### src/rtl/pixel_frame_controller_if.sv
// Bundle of the camera-control, pixel-array and readout signals around the
// global-shutter frame controller. The controller takes the master view.
interface pixel_frame_controller_if #(
   parameter int COUNT_WIDTH  = 8,
   parameter int NUM_ROWS     = 2,
   parameter int EXPOSE_WIDTH = 16
);
   localparam int ROW_WIDTH = (NUM_ROWS > 1) ? $clog2(NUM_ROWS) : 1;

   // camera control side
   logic                    start;
   logic                    abort;
   logic [EXPOSE_WIDTH-1:0] expose_time;
   logic                    busy;
   logic                    frame_done;

   // pixel array side
   logic                    power_enable;
   logic                    reset;
   logic                    erase;
   logic                    expose;
   logic                    counter_reset;
   logic                    counter_clock;
   logic                    write_enable;
   logic [COUNT_WIDTH-1:0]  ramp_code;

   // readout side
   logic [ROW_WIDTH-1:0]    read_row;
   logic                    read_valid;
   logic                    read_ready;

   modport master (
      input  start, abort, expose_time, read_ready,
      output busy, frame_done, power_enable, reset, erase, expose,
             counter_reset, counter_clock, write_enable, ramp_code,
             read_row, read_valid
   );

   modport slave (
      output start, abort, expose_time, read_ready,
      input  busy, frame_done, power_enable, reset, erase, expose,
             counter_reset, counter_clock, write_enable, ramp_code,
             read_row, read_valid
   );

   modport monitor (
      input  busy, frame_done, power_enable, reset, erase, expose,
             counter_reset, counter_clock, write_enable, ramp_code,
             read_valid
   );
endinterface

### src/rtl/pixel_frame_controller.sv
// Global-shutter frame sequencer: erase, exposure, single-slope conversion
// and row readout. Every output is a flop loaded from the look-ahead
// (next-state) decode, so outputs line up with the state they belong to and
// no input reaches an output combinationally.
module pixel_frame_controller #(
   parameter int COUNT_WIDTH  = 8,
   parameter int NUM_ROWS     = 2,
   parameter int ERASE_CYCLES = 4,
   parameter int EXPOSE_WIDTH = 16
) (
   input logic                       clk,
   input logic                       rst_n,
   pixel_frame_controller_if.master  bus
);

   function automatic int max_int(input int a, input int b);
      return (a > b) ? a : b;
   endfunction

   localparam int ROW_WIDTH   = (NUM_ROWS > 1) ? $clog2(NUM_ROWS) : 1;
   // conversion phase counter: low bit is the clock phase, upper bits the code
   localparam int CONV_WIDTH  = COUNT_WIDTH + 1;
   localparam int ERASE_WIDTH = $clog2(ERASE_CYCLES + 1);
   localparam int CNT_WIDTH   = max_int(max_int(EXPOSE_WIDTH, CONV_WIDTH), ERASE_WIDTH);

   localparam logic [CNT_WIDTH-1:0] ERASE_LAST = CNT_WIDTH'(ERASE_CYCLES - 1);
   localparam logic [CNT_WIDTH-1:0] CONV_LAST  = CNT_WIDTH'({CONV_WIDTH{1'b1}});
   localparam logic [ROW_WIDTH-1:0] ROW_LAST   = ROW_WIDTH'(NUM_ROWS - 1);

   typedef enum logic [2:0] {
      ST_IDLE      = 3'd0,
      ST_ERASE     = 3'd1,
      ST_EXPOSE    = 3'd2,
      ST_CONV_INIT = 3'd3,
      ST_CONVERT   = 3'd4,
      ST_READ      = 3'd5,
      ST_DONE      = 3'd6
   } state_t;

   state_t                  state_r;
   state_t                  next_state_s;
   logic [CNT_WIDTH-1:0]    cnt_r;
   logic [CNT_WIDTH-1:0]    cnt_next_s;
   logic [EXPOSE_WIDTH-1:0] expose_len_r;
   logic [ROW_WIDTH-1:0]    row_r;
   logic [ROW_WIDTH-1:0]    row_next_s;
   logic                    expose_last_s;
   logic                    row_accept_s;

   // look-ahead output values and their registers
   logic                    busy_s,          busy_r;
   logic                    frame_done_s,    frame_done_r;
   logic                    power_enable_s,  power_enable_r;
   logic                    reset_s,         reset_r;
   logic                    erase_s,         erase_r;
   logic                    expose_s,        expose_r;
   logic                    counter_reset_s, counter_reset_r;
   logic                    counter_clock_s, counter_clock_r;
   logic                    write_enable_s,  write_enable_r;
   logic [COUNT_WIDTH-1:0]  ramp_code_s,     ramp_code_r;
   logic [ROW_WIDTH-1:0]    read_row_s,      read_row_r;
   logic                    read_valid_s,    read_valid_r;

   assign expose_last_s = (cnt_r == (CNT_WIDTH'(expose_len_r) - CNT_WIDTH'(1)));
   assign row_accept_s  = read_valid_r && bus.read_ready;

   // state register
   always_ff @(posedge clk or negedge rst_n) begin
      if (!rst_n) begin
         state_r <= ST_IDLE;
      end else begin
         state_r <= next_state_s;
      end
   end

   // next-state decode; abort outranks every other transition
   always_comb begin
      next_state_s = state_r;
      if ((state_r != ST_IDLE) && bus.abort) begin
         next_state_s = ST_IDLE;
      end else begin
         case (state_r)
            ST_IDLE: begin
               if (bus.start) next_state_s = ST_ERASE;
               else           next_state_s = ST_IDLE;
            end
            ST_ERASE: begin
               if (cnt_r == ERASE_LAST) next_state_s = ST_EXPOSE;
               else                     next_state_s = ST_ERASE;
            end
            ST_EXPOSE: begin
               if (expose_last_s) next_state_s = ST_CONV_INIT;
               else               next_state_s = ST_EXPOSE;
            end
            ST_CONV_INIT: next_state_s = ST_CONVERT;
            ST_CONVERT: begin
               if (cnt_r == CONV_LAST) next_state_s = ST_READ;
               else                    next_state_s = ST_CONVERT;
            end
            ST_READ: begin
               if (row_accept_s && (row_r == ROW_LAST)) next_state_s = ST_DONE;
               else                                     next_state_s = ST_READ;
            end
            ST_DONE: next_state_s = ST_IDLE;
            default: next_state_s = ST_IDLE;
         endcase
      end
   end

   // next values of the in-state cycle counter and the readout row
   always_comb begin
      cnt_next_s = cnt_r;
      row_next_s = row_r;
      if (next_state_s != state_r) begin
         cnt_next_s = '0;
      end else if ((state_r == ST_ERASE) || (state_r == ST_EXPOSE) ||
                   (state_r == ST_CONVERT)) begin
         cnt_next_s = cnt_r + CNT_WIDTH'(1);
      end else begin
         cnt_next_s = cnt_r;
      end
      if (next_state_s != ST_READ) begin
         row_next_s = '0;
      end else if ((state_r == ST_READ) && row_accept_s) begin
         row_next_s = row_r + ROW_WIDTH'(1);
      end else begin
         row_next_s = row_r;
      end
   end

   // cycle counter, readout row and exposure-length latch
   always_ff @(posedge clk or negedge rst_n) begin
      if (!rst_n) begin
         cnt_r        <= '0;
         row_r        <= '0;
         expose_len_r <= '0;
      end else begin
         cnt_r <= cnt_next_s;
         row_r <= row_next_s;
         if ((state_r == ST_IDLE) && bus.start) begin
            // a zero exposure request still exposes for one cycle
            if (bus.expose_time == '0) expose_len_r <= EXPOSE_WIDTH'(1);
            else                       expose_len_r <= bus.expose_time;
         end else begin
            expose_len_r <= expose_len_r;
         end
      end
   end

   // output decode from the state being entered
   always_comb begin
      busy_s          = 1'b0;
      frame_done_s    = 1'b0;
      power_enable_s  = 1'b0;
      reset_s         = 1'b0;
      erase_s         = 1'b0;
      expose_s        = 1'b0;
      counter_reset_s = 1'b0;
      counter_clock_s = 1'b0;
      write_enable_s  = 1'b0;
      ramp_code_s     = '0;
      read_row_s      = '0;
      read_valid_s    = 1'b0;
      case (next_state_s)
         ST_ERASE: begin
            busy_s         = 1'b1;
            power_enable_s = 1'b1;
            reset_s        = 1'b1;
            erase_s        = 1'b1;
         end
         ST_EXPOSE: begin
            busy_s         = 1'b1;
            power_enable_s = 1'b1;
            expose_s       = 1'b1;
         end
         ST_CONV_INIT: begin
            busy_s          = 1'b1;
            power_enable_s  = 1'b1;
            counter_reset_s = 1'b1;
         end
         ST_CONVERT: begin
            // even phase = clock high; code advances after each low phase
            busy_s          = 1'b1;
            power_enable_s  = 1'b1;
            write_enable_s  = 1'b1;
            counter_clock_s = ~cnt_next_s[0];
            ramp_code_s     = cnt_next_s[CONV_WIDTH-1:1];
         end
         ST_READ: begin
            busy_s       = 1'b1;
            read_valid_s = 1'b1;
            read_row_s   = row_next_s;
         end
         ST_DONE: begin
            busy_s       = 1'b1;
            frame_done_s = 1'b1;
         end
         default: begin
            busy_s = 1'b0;
         end
      endcase
   end

   // output registers
   always_ff @(posedge clk or negedge rst_n) begin
      if (!rst_n) begin
         busy_r          <= 1'b0;
         frame_done_r    <= 1'b0;
         power_enable_r  <= 1'b0;
         reset_r         <= 1'b0;
         erase_r         <= 1'b0;
         expose_r        <= 1'b0;
         counter_reset_r <= 1'b0;
         counter_clock_r <= 1'b0;
         write_enable_r  <= 1'b0;
         ramp_code_r     <= '0;
         read_row_r      <= '0;
         read_valid_r    <= 1'b0;
      end else begin
         busy_r          <= busy_s;
         frame_done_r    <= frame_done_s;
         power_enable_r  <= power_enable_s;
         reset_r         <= reset_s;
         erase_r         <= erase_s;
         expose_r        <= expose_s;
         counter_reset_r <= counter_reset_s;
         counter_clock_r <= counter_clock_s;
         write_enable_r  <= write_enable_s;
         ramp_code_r     <= ramp_code_s;
         read_row_r      <= read_row_s;
         read_valid_r    <= read_valid_s;
      end
   end

   assign bus.busy          = busy_r;
   assign bus.frame_done    = frame_done_r;
   assign bus.power_enable  = power_enable_r;
   assign bus.reset         = reset_r;
   assign bus.erase         = erase_r;
   assign bus.expose        = expose_r;
   assign bus.counter_reset = counter_reset_r;
   assign bus.counter_clock = counter_clock_r;
   assign bus.write_enable  = write_enable_r;
   assign bus.ramp_code     = ramp_code_r;
   assign bus.read_row      = read_row_r;
   assign bus.read_valid    = read_valid_r;

endmodule

### src/flat_wrapper.sv
// flat-port wrapper written by rule: the top's interface ports become plain ports
module pixel_frame_controller_flat 
#(
   parameter int COUNT_WIDTH  = 8,
   parameter int NUM_ROWS     = 2,
   parameter int ERASE_CYCLES = 4,
   parameter int EXPOSE_WIDTH = 16
)
  (clk, rst_n, bus_start, bus_abort, bus_expose_time, bus_read_ready, bus_busy, bus_frame_done, bus_power_enable, bus_reset, bus_erase, bus_expose, bus_counter_reset, bus_counter_clock, bus_write_enable, bus_ramp_code, bus_read_row, bus_read_valid);
  pixel_frame_controller_if #(.COUNT_WIDTH(COUNT_WIDTH), .NUM_ROWS(NUM_ROWS), .EXPOSE_WIDTH(EXPOSE_WIDTH)) bus_i ();
  input logic clk;
  input logic rst_n;
  input wire logic [$bits(bus_i.start)-1:0] bus_start;
  input wire logic [$bits(bus_i.abort)-1:0] bus_abort;
  input wire logic [$bits(bus_i.expose_time)-1:0] bus_expose_time;
  input wire logic [$bits(bus_i.read_ready)-1:0] bus_read_ready;
  output wire logic [$bits(bus_i.busy)-1:0] bus_busy;
  output wire logic [$bits(bus_i.frame_done)-1:0] bus_frame_done;
  output wire logic [$bits(bus_i.power_enable)-1:0] bus_power_enable;
  output wire logic [$bits(bus_i.reset)-1:0] bus_reset;
  output wire logic [$bits(bus_i.erase)-1:0] bus_erase;
  output wire logic [$bits(bus_i.expose)-1:0] bus_expose;
  output wire logic [$bits(bus_i.counter_reset)-1:0] bus_counter_reset;
  output wire logic [$bits(bus_i.counter_clock)-1:0] bus_counter_clock;
  output wire logic [$bits(bus_i.write_enable)-1:0] bus_write_enable;
  output wire logic [$bits(bus_i.ramp_code)-1:0] bus_ramp_code;
  output wire logic [$bits(bus_i.read_row)-1:0] bus_read_row;
  output wire logic [$bits(bus_i.read_valid)-1:0] bus_read_valid;
  assign bus_i.start = bus_start;
  assign bus_i.abort = bus_abort;
  assign bus_i.expose_time = bus_expose_time;
  assign bus_i.read_ready = bus_read_ready;
  assign bus_busy = bus_i.busy;
  assign bus_frame_done = bus_i.frame_done;
  assign bus_power_enable = bus_i.power_enable;
  assign bus_reset = bus_i.reset;
  assign bus_erase = bus_i.erase;
  assign bus_expose = bus_i.expose;
  assign bus_counter_reset = bus_i.counter_reset;
  assign bus_counter_clock = bus_i.counter_clock;
  assign bus_write_enable = bus_i.write_enable;
  assign bus_ramp_code = bus_i.ramp_code;
  assign bus_read_row = bus_i.read_row;
  assign bus_read_valid = bus_i.read_valid;
  pixel_frame_controller #(.COUNT_WIDTH(COUNT_WIDTH), .NUM_ROWS(NUM_ROWS), .ERASE_CYCLES(ERASE_CYCLES), .EXPOSE_WIDTH(EXPOSE_WIDTH)) u_core (.clk(clk), .rst_n(rst_n), .bus(bus_i));
endmodule
### config.mk
export PLATFORM = sky130hd
export DESIGN_NAME = pixel_frame_controller_flat
export DESIGN_NICKNAME = d
export VERILOG_FILES = /design/src/rtl/pixel_frame_controller_if.sv /design/src/rtl/pixel_frame_controller.sv /design/src/flat_wrapper.sv
export SDC_FILE = /design/constraint.sdc
export NUM_CORES = 1
export LEC_CHECK = 0
export BUFFER_PORTS_ARGS = -buffer_cell sky130_fd_sc_hd__clkbuf_2
export CORE_ASPECT_RATIO = 1.5
export CORE_MARGIN = 2
export CORE_UTILIZATION = 34
export DETAILED_ROUTE_END_ITERATION = 6
export GPL_ROUTABILITY_DRIVEN = 0
export GPL_TIMING_DRIVEN = 0
export PLACE_DENSITY_LB_ADDON = 0.15
export SYNTH_ARGS = -nofsm -noshare
export SYNTH_HDL_FRONTEND = slang
export SYNTH_SLANG_ARGS = --single-unit
### constraint.sdc
create_clock -name clk -period 4.75 [get_ports clk]
set_clock_uncertainty 0.1 [all_clocks]
set_input_delay 0.7125 -clock clk [delete_from_list [all_inputs] [get_ports clk]]
set_output_delay 0.7125 -clock clk [all_outputs]
set_load 0.05 [all_outputs]
==> results.yml <==
timing:
  drv_slew: 0
  setup_violations: 0
  period_share: 0.753
  period_minus_slack_ps: 3580
  tightestPinTransition_ps: 841
  tns_ps: 0
  relSlewSlack: 0.438
  rsz0062_at_grt: "false"
  max_freq_ghz: 0.280
  hold_violations: 0
power_and_ir_drop:
  power_frac_clock: 0.229
  seq_power_share: 0.367
  finalPower_uw: 1780
  switching_share: 0.381
  pwr-share-comb: 0.404
  p_int_uw: 1100
  netSwitchingPower_uw: 678
  leakage_uw: 0.00155
  vdd_drop_max_mv: 0.285
  p_per_area_mw_per_mm2: 495
setup_path:
  rrSetupSlack_ps: 1170
  crit_required_ps: 4800
  critPathKind: "reg2reg"
  arrival_ps: 3620
  end_kind: "register"
  cp_max_fo: 10
  setup.worst_path.start_class: "register"
final_layout:
  antenna-diode-count: 0
  syn_to_final_growth_pct: 16.6
  fin_area_mm2: 0.00360
  stdcell_count: 469
  drive_gt1_frac: 0.226
  layout.nets: 382
  fin_util: 0.408
  final_cell_mix: "53 x dfrtp_1, 39 x clkbuf_2, 25 x a21oi_1, 18 x xnor2_1, 17 x nand2_1"
  final_common_cell: "dfrtp_1"
global_route:
  met2_usage: 0.283
  grt_use_total: 0.163
  grt_max_degree: 54
  met1_usage: 0.196
  use_met3: 0.0276
  grt_pass1_vias: 2479
  grt.overflow.total: 0
  grt_pass1_wl_um: 12500
  top_usage_layer: "met2"
  antenna_found_initial: 0
placement:
  hpwl_um: 5620
  port_buffers: 39
  dp_cells: 461
  placed_area_mm2: 0.00342
synthesis:
  synth.area.top_cells: "dfrtp_1 43%, mux2_2 5.1%, xnor2_1 5.1%"
  synth_area_mm2: 0.00309
  ys_ff_latch: 53
  synth_edf_count: 0
  synthArstFlopShare: 1.00
  ys_seq_area_frac: 0.429
  synth_top_area_share: 0.429
  synth_top_cell_by_area: "dfrtp_1"
  ys_types: 56
  avgSynthCellArea_um2: 9.90
  synthFlopType: "dfrtp_1"
  yosys_warnings: 0
  syn_inst: 312
  synthesis.nets: 335
floorplan:
  start_util: 0.350
  pin_count: 40
  die_h_um: 121
  fp.dieW_um: 81.8
  dieArea_mm2: 0.00988
  placementRows: 42
  core_area_mm2: 0.00883
routing:
  drt_pre_antenna_iters: 4
  ant_nets: 0
  wl_um: 7420
  vias: 2514
  avgRoutedWirePerCell_um: 15.8
  routed_via_density: 5.36
  drc_errors: 0
  drt-initial-drc-count: 105
clock_tree:
  htree_levels: 2
  clk_latency_ps: 300
  clock-sinks: 53
  numCtsBuffers: 5
  cts_hold_repair.buffers: 0
  cts-root-buf: "clkbuf_16"
  clockBufferDepth: 2
  clkTransAtPathRegs_ps: 70
  post_cts_resized: 0
  cts_tree: "yes"
  cts_setup_buffers: 0
hold_path:
  worstHoldPathType: "in2async"
outcome:
  status: "finished clean"
run:
  drv_cap: 0
## path summary, 6_finish.rpt
kind,start,end,cells past startpoint
setup reg to reg,u_core.expose_len_r[2]$_DFFE_PN0P_,u_core.cnt_r[0]$_DFF_PN0_,10
hold reg to reg,u_core.expose_len_r[8]$_DFFE_PN0P_,u_core.expose_len_r[8]$_DFFE_PN0P_,1
min in group clk,u_core.expose_len_r[8]$_DFFE_PN0P_,u_core.expose_len_r[8]$_DFFE_PN0P_,1
max in group asynchronous,rst_n,u_core.cnt_r[10]$_DFFE_PN0P_,2
hold / removal,rst_n,u_core.bus.ramp_code[2]$_DFF_PN0_,1
setup / recovery,u_core.expose_len_r[2]$_DFFE_PN0P_,u_core.cnt_r[0]$_DFF_PN0_,10
## worst max-delay path, cell delays in order, from the launching register on
cell	delay, ps
dfrtp_1	430
or4_1	480
clkbuf_2	180
or4_4	530
or4_1	510
and3_1	210
nor3_2	170
nand4_2	210
o211ai_4	330
buf_6	200
a21oi_1	80
## routing by layer
metal | vias up | part of all wire
li1 | 1231 | -
met1 | 1222 | 0.42
met2 | 50 | 0.53
met3 | 11 | 0.031
met4 | 0 | 0.024
met5 | - | 0
## state kept, by name, indices dropped and copies added (netlist names)
name / cells
u_core.bus.read_row: 1
u_core.bus.write_enable: 1
u_core.cnt_r: 16
u_core.bus.read_valid: 1
u_core.bus.busy: 1
u_core.bus.counter_reset: 1
u_core.bus.frame_done: 1
u_core.expose_len_r: 16
u_core.bus.expose: 1
u_core.bus.ramp_code: 8
u_core.bus.counter_clock: 1
u_core.bus.erase: 1
u_core.state_r: 3
u_core.bus.power_enable: 1
## layout make-up
cell class	count	area [µm²]
Fill cell	899	5230
Multi-Input combinational cell	231	1640
Sequential cell	53	1330
Timing Repair Buffer	40	215
Tap cell	110	138
Clock buffer	5	125
Buffer	20	93.8
Clock inverter	2	35.0
Inverter	8	30.0
## power groups by stage
stage / Sequential (µW) / Combinational (µW) / Clock [µW]
2_1_floorplan: 679 / 530 / 0
3_3_place_gp: 661 / 711 / 0
3_5_place_dp: 664 / 717 / 0
4_1_cts: 656 / 721 / 419
5_1_grt: 677 / 792 / 439
6_report: 654 / 719 / 407
## per-stage QoR
step	hold slack, ps	setup WS (ps)
final	328	1170
after global routing	378	889
after CTS	451	1170
after detailed placement	436	1180
after global placement	430	1200
after floorplan	317	1520
## cell usage after synthesis, types with 3 or more instances
cell,n
nand2b_1,6
and3_1,4
nor3b_1,3
a21o_1,3
or4_1,6
o31ai_1,3
mux2i_1,3
nand4_1,4
nand3_1,11
nor2_1,14
inv_1,8
o21ai_0,7
clkbuf_1,12
a21oi_1,25
or3_1,5
xor2_1,14
xnor2_1,18
nor4_1,16
nor4b_1,3
o21a_1,3
nand2_1,17
nor3_1,14
mux2_2,14
or2_2,4
dfrtp_1,53
and4_1,4
## cells by family after synthesis
logic type | after synthesis | synth area share
DFF | 53 | 0.429
buffers and inverters | 28 | 0.0401
xor gates and xnor gates | 34 | 0.105
AOI/OAI and AO/OA | 55 | 0.118
and+or+nand+nor | 123 | 0.238
muxes | 17 | 0.0608
adders and majority gates | 2 | 0.00810
Note: power is estimated with default switching activity, not from simulation.
